[src/rtl/rmgmt_mem_arb_pkg.sv]
// Types and constants for the data-memory arbiter between the pipeline and RISC-MGMT.
package rmgmt_mem_arb_pkg;
    typedef enum logic [1:0] {
        IDLE      = 2'd0,
        PIPE_XFER = 2'd1,
        RM_XFER   = 2'd2,
        FAULT     = 2'd3
    } arb_state_t;

    typedef enum logic {
        OWN_PIPE = 1'b0,
        OWN_RM   = 1'b1
    } owner_t;

    localparam int ARB_PIPE_PRIO = 0;
    localparam int ARB_RM_PRIO   = 1;
    localparam int ARB_RR        = 2;

    // Wait-counter width; a disabled timeout still needs one bit.
    function automatic int cnt_width(input int max_wait);
        return (max_wait < 1) ? 1 : $clog2(max_wait + 1);
    endfunction
endpackage

[src/rtl/rv32i_types_pkg.sv]
// Shared RV32I scalar types used across the core's memory-side blocks.
package rv32i_types_pkg;
    typedef logic [31:0] word_t;
endpackage

[src/rtl/rmgmt_mem_arbiter_bus_timeout_counter.sv]
// Saturating busy-cycle counter; expired_o flags the cycle whose count reaches MAX_WAIT.
module bus_timeout_counter
    import rmgmt_mem_arb_pkg::*;
#(
    parameter int MAX_WAIT = 255
) (
    input  logic clk_i,
    input  logic rst_i,
    input  logic clear_i,
    input  logic enable_i,
    output logic expired_o
);
    localparam int CW = cnt_width(MAX_WAIT);
    localparam logic [CW-1:0] SAT = CW'(MAX_WAIT);

    logic [CW-1:0] cnt_q, cnt_d;

    always_comb begin
        cnt_d = cnt_q;
        if (clear_i)
            cnt_d = '0;
        else if (enable_i && (cnt_q != SAT))
            cnt_d = cnt_q + CW'(1);
    end

    always_ff @(posedge clk_i) begin
        if (rst_i)
            cnt_q <= '0;
        else
            cnt_q <= cnt_d;
    end

    assign expired_o = (MAX_WAIT != 0) && enable_i && (cnt_d == SAT);
endmodule

[src/rtl/rmgmt_mem_arbiter.sv]
// Grants the data bus to the pipeline or the RISC-MGMT port, forwards the transfer,
// and reports rejected RISC-MGMT requests and timed-out transfers as one-cycle faults.
module rmgmt_mem_arbiter
    import rmgmt_mem_arb_pkg::*;
    import rv32i_types_pkg::*;
#(
    parameter int ARB_MODE = 2,
    parameter int MAX_WAIT = 255
) (
    input  logic        CLK,
    input  logic        RST,
    input  logic        pipe_ren,
    input  logic        pipe_wen,
    input  logic [31:0] pipe_addr,
    input  logic [31:0] pipe_wdata,
    input  logic [3:0]  pipe_byte_en,
    output logic [31:0] pipe_rdata,
    output logic        pipe_busy,
    output logic        pipe_fault,
    input  logic        rm_req_mem,
    input  logic        rm_mem_ren,
    input  logic        rm_mem_wen,
    input  logic [31:0] rm_mem_addr,
    input  logic [31:0] rm_mem_store,
    output logic [31:0] rm_mem_load,
    output logic        rm_mem_busy,
    output logic        rm_fault,
    output logic [31:0] bus_addr,
    output logic [31:0] bus_wdata,
    output logic [3:0]  bus_byte_en,
    output logic        bus_ren,
    output logic        bus_wen,
    input  logic [31:0] bus_rdata,
    input  logic        bus_busy
);
    arb_state_t state_q, state_d;
    owner_t     owner_q, owner_d;
    owner_t     last_q, last_d;

    logic  pipe_vld, rm_vld, both_vld, rm_bad, rm_wins;
    logic  in_xfer, expired;
    word_t rdata_w;

    assign pipe_vld = pipe_ren | pipe_wen;
    assign rm_vld   = rm_req_mem & (rm_mem_ren | rm_mem_wen);
    assign both_vld = pipe_vld & rm_vld;
    assign rm_bad   = (rm_mem_addr[1:0] != 2'b00) || (rm_mem_ren && rm_mem_wen);
    assign in_xfer  = (state_q == PIPE_XFER) || (state_q == RM_XFER);
    assign rdata_w  = bus_busy ? '0 : bus_rdata;

    always_comb begin
        rm_wins = rm_vld;
        if (both_vld) begin
            if (ARB_MODE == ARB_PIPE_PRIO)
                rm_wins = 1'b0;
            else if (ARB_MODE == ARB_RM_PRIO)
                rm_wins = 1'b1;
            else
                rm_wins = (last_q == OWN_PIPE);
        end
    end

    bus_timeout_counter #(.MAX_WAIT(MAX_WAIT)) u_timeout (
        .clk_i     (CLK),
        .rst_i     (RST),
        .clear_i   (!in_xfer),
        .enable_i  (in_xfer && bus_busy),
        .expired_o (expired)
    );

    always_comb begin
        state_d = state_q;
        owner_d = owner_q;
        last_d  = last_q;
        case (state_q)
            IDLE: begin
                if (pipe_vld || rm_vld) begin
                    owner_d = rm_wins ? OWN_RM : OWN_PIPE;
                    if (both_vld)
                        last_d = owner_d;
                    // Bad RISC-MGMT requests are only rejected once they actually win.
                    if (!rm_wins)
                        state_d = PIPE_XFER;
                    else if (rm_bad)
                        state_d = FAULT;
                    else
                        state_d = RM_XFER;
                end
            end
            PIPE_XFER, RM_XFER: begin
                if (!bus_busy)
                    state_d = IDLE;
                else if (expired)
                    state_d = FAULT;
            end
            FAULT:   state_d = IDLE;
            default: state_d = IDLE;
        endcase
    end

    always_ff @(posedge CLK) begin
        if (RST) begin
            state_q <= IDLE;
            owner_q <= OWN_PIPE;
            last_q  <= OWN_RM;
        end else begin
            state_q <= state_d;
            owner_q <= owner_d;
            last_q  <= last_d;
        end
    end

    // Idle (and reset) behaviour is the default: strobes off, busy mirrors request-valid.
    always_comb begin
        bus_addr    = '0;
        bus_wdata   = '0;
        bus_byte_en = '0;
        bus_ren     = 1'b0;
        bus_wen     = 1'b0;
        pipe_busy   = pipe_vld;
        rm_mem_busy = rm_vld;
        pipe_rdata  = '0;
        rm_mem_load = '0;
        pipe_fault  = 1'b0;
        rm_fault    = 1'b0;
        if (!RST) begin
            case (state_q)
                PIPE_XFER: begin
                    bus_addr    = pipe_addr;
                    bus_wdata   = pipe_wdata;
                    bus_byte_en = pipe_byte_en;
                    bus_ren     = pipe_ren;
                    bus_wen     = pipe_wen;
                    pipe_busy   = bus_busy;
                    pipe_rdata  = rdata_w;
                end
                RM_XFER: begin
                    bus_addr    = rm_mem_addr;
                    bus_wdata   = rm_mem_store;
                    bus_byte_en = 4'hF;
                    bus_ren     = rm_mem_ren;
                    bus_wen     = rm_mem_wen;
                    rm_mem_busy = bus_busy;
                    rm_mem_load = rdata_w;
                end
                FAULT: begin
                    if (owner_q == OWN_RM) begin
                        rm_mem_busy = 1'b0;
                        rm_fault    = 1'b1;
                    end else begin
                        pipe_busy   = 1'b0;
                        pipe_fault  = 1'b1;
                    end
                end
                default: ;
            endcase
        end
    end
endmodule

[config.mk]
export PLATFORM = sky130hd
export DESIGN_NAME = rmgmt_mem_arbiter
export DESIGN_NICKNAME = d
export VERILOG_FILES = /design/src/rtl/rmgmt_mem_arb_pkg.sv /design/src/rtl/rv32i_types_pkg.sv /design/src/rtl/rmgmt_mem_arbiter_bus_timeout_counter.sv /design/src/rtl/rmgmt_mem_arbiter.sv
export SDC_FILE = /design/constraint.sdc
export NUM_CORES = 1
export LEC_CHECK = 0
export BUFFER_PORTS_ARGS = -buffer_cell sky130_fd_sc_hd__buf_4
export CORE_AREA = 3 3 120 122
export CTS_BUF_LIST = sky130_fd_sc_hd__clkbuf_8
export CTS_CLUSTER_DIAMETER = 60
export DETAILED_ROUTE_END_ITERATION = 8
export DIE_AREA = 0 0 123 125
export REMOVE_ABC_BUFFERS = 1
export SLEW_MARGIN = 25
export SYNTH_ARGS = -nofsm -noshare
export SYNTH_HDL_FRONTEND = slang
export SYNTH_SLANG_ARGS = --single-unit
[constraint.sdc]
create_clock -name CLK -period 2.2 [get_ports CLK]
set_input_delay 0.22 -clock CLK [delete_from_list [all_inputs] [get_ports CLK]]
set_output_delay 0.22 -clock CLK [all_outputs]
set_load 0.05 [all_outputs]
==> impl_metrics.json <==
{
  "synth.avg_cell_area_um2": 5.61,
  "path_cells": "ha_4 > and4_1 > and3_4 > nor4_4 > o2111ai_1 > o32a_1 > mux2_1",
  "reg2reg_depth": 7,
  "die_h_um": 125,
  "port_buffers": 309,
  "wl_per_cell_um": 15.8,
  "setup_viol": 0,
  "p_leak_nw": 2.34,
  "criticalPathCategory": "reg -> reg",
  "ir_drop_mv": 0.482,
  "synth-seq-cells": 12,
  "dp_hpwl_mm": 10.9,
  "synth_flop_cell": "dfxtp_1",
  "cp.arrival_ns": 2.27,
  "gr-total-overflow": 0,
  "ant_nets": 0,
  "netlist.area_leader.share": 0.263,
  "synth_top_cell_by_area": "nor2_1",
  "first_pass_iters": 4,
  "syn_area_mm2": 0.00208,
  "rows": 42,
  "grt_max_degree": 57,
  "fmax_mhz": 468,
  "status": "finished, final reports clean",
  "core-area_mm2": 0.0133,
  "postLayoutCoreUtil": 0.361,
  "dieArea_mm2": 0.0154,
  "synth.distinct_cells": 36,
  "period_share": 0.971,
  "grtUsageTotal": 0.158,
  "fin_worst_skew_ns": 0.00267,
  "cts_htree_levels": 1,
  "clock-root-buffer": "clkbuf_8",
  "area_growth_pct": 130,
  "crit_path_start_kind": "register",
  "fin_setup_tns_ns": 0,
  "netlist_top_cells_area": "nor2_1, a22oi_1, dfxtp_1",
  "start_util": 0.157,
  "cp.depth": 7,
  "worst_slack_ns": 0.0640,
  "fillCellCount": 1437,
  "clk_latency_ns": 0.25,
  "place_ws_ns": 0.00788,
  "via_count": 3729,
  "die_width_um": 123,
  "seq_area_frac_synth": 0.115,
  "final_max_slew_viol_count": 0,
  "synthArstFlopShare": 0,
  "cpPeakStageDelay_ns": 0.38,
  "wirelength_mm": 13.4,
  "worst_hold_path.num_cells": 2,
  "layout-drive-gt1-share": 0.525,
  "seq_area_um2": 250,
  "required_ns": 2.33,
  "pin_count": 310,
  "antenna_found_initial": 2,
  "final_nets": 843,
  "vias_per_cell": 4.42,
  "grt_pass1_wl_mm": 19.5,
  "multi_input_area_mm2": 0.00175,
  "cts_tree": "built",
  "hp-class": "in -> reg",
  "clk_pin_slew_ns": 0.05,
  "worstMarginPinSlew_ns": 0.432,
  "timing.final.hold_violations": 0,
  "clock-sinks": 12,
  "powerDensity_mw_per_mm2": 701,
  "crit_family": "simple AND/OR/NAND/NOR gates",
  "drt-initial-drc-count": 235,
  "synth_edf_count": 0,
  "post_synth_inst_count": 371,
  "setup.worst_path.end_class": "register",
  "layout_min_cycle_time_ns": 2.14,
  "cap_violations": 0,
  "path_buf_inv": 0,
  "yosys_warnings": 0,
  "fin_hold_ws_ns": 0.205,
  "crit_fanout": 5,
  "maxSlewHeadroom": 0.704,
  "cts_buffers": 3,
  "slowest_stage": "o32a_1",
  "drc_errors": 0,
  "first_global_vias": 3583,
  "clockBufferDepth": 2,
  "gp_congestion": 0.878
}
## registers in the layout (all words and copies together) (netlist names)
| register | flops |
|---|---|
| u_timeout.cnt_q | 8 |
| state_q | 2 |
| last_q | 1 |
| owner_q | 1 |
## per-layer routing
| layer | vias to the layer above | share of wire | global-route usage |
|---|---|---|---|
| met4 | 0 | 0.014 | 0.0352 |
| met1 | 1681 | 0.39 | 0.185 |
| li1 | 1877 | - | - |
| met5 | - | 0 | 0 |
| met3 | 10 | 0.088 | 0.0465 |
| met2 | 161 | 0.51 | 0.280 |
## where the power goes
| group | internal (W) | switching [W] |
|---|---|---|
| Sequential | 0.000249 | 0.0000266 |
| Combinational | 0.00102 | 0.00181 |
| Clock | 0.000159 | 0.0000922 |
## path summary, 6_finish.rpt
| check | start | to | slack [ns] |
|---|---|---|---|
| setup / recovery | u_timeout.cnt_q[1] | state_q[1] | 0.06 |
| hold / removal | RST | owner_q | 0.21 |
| setup reg to reg | u_timeout.cnt_q[1] | state_q[1] | 0.06 |
| hold reg to reg | owner_q | owner_q | 0.47 |
## cell families (layout without fill, tap and decap cells)
group	Yosys count	count (layout)	synth area share
xor+xnor	2	2	0.00842
compound gates	90	90	0.314
buf+inv	41	335	0.0746
fa+ha+maj	5	5	0.0301
flops	12	12	0.115
mux	5	5	0.0265
simple gates	216	216	0.431
other cells	0	2	0
## layout make-up
cell class / count / area share
clock buffer: 4 / 0.0115
timing repair buffer: 328 / 0.521
tap: 176 / 0.0459
multi-input combinational: 318 / 0.366
sequential: 12 / 0.0522
inverter: 3 / 0.00235
antenna: 2 / 0.00104
## worst reg2reg max path, stage by stage (launching register included)
cell and delay, ns:
dfxtp_4 0.36, ha_4 0.17, and4_1 0.21, and3_4 0.19, nor4_4 0.26, o2111ai_1 0.14, o32a_1 0.38, mux2_1 0.31
## cell usage after synthesis (all sizes together), types with 2 or more instances
| cell | number |
|---|---|
| a21oi | 7 |
| inv | 3 |
| and3b | 2 |
| o21ai | 6 |
| ha | 5 |
| and4 | 3 |
| o2111ai | 3 |
| o32ai | 2 |
| and3 | 3 |
| nand2b | 6 |
| dfxtp | 12 |
| mux2 | 4 |
| nor2b | 2 |
| nand3 | 5 |
| nand2 | 39 |
| nor2 | 146 |
| nor3 | 4 |
| nand4 | 2 |
| buf | 2 |
| clkbuf | 36 |
| o32a | 2 |
| a22oi | 66 |
## cell usage in the layout, fill, tap and decap left out, types with 3 or more instances in the layout
master,n
nor3_1,4
clkbuf_8,4
buf_12,3
nor2_1,146
dfxtp_1,8
nand3_1,5
o2111ai_1,3
a21oi_1,7
ha_4,3
o21ai_1,3
o21ai_0,3
buf_4,325
a22oi_1,66
nand2b_1,5
mux2_1,3
nand2_1,39
## per-stage QoR
stage | total power, W | instances | instance area [µm²]
after CTS | 0.00331 | 840 | 4710
after global placement | 0.00305 | 836 | 4660
final | 0.00336 | 843 | 4800
after floorplan | 0.00196 | 333 | 1940
after detailed placement | 0.00305 | 836 | 4660
after global routing | 0.00357 | 843 | 4800
## what timing repair did
action | 4_1_cts | 5_1_grt
setup buffers | 0 | 1
pin swaps | 0 | 4
gates resized for setup | 1 | 17
endpoints found under the setup margin | 2 | 22
gates cloned | 0 | 0
hold buffers | 0 | 0
Note: power is estimated with default switching activity, not from simulation.
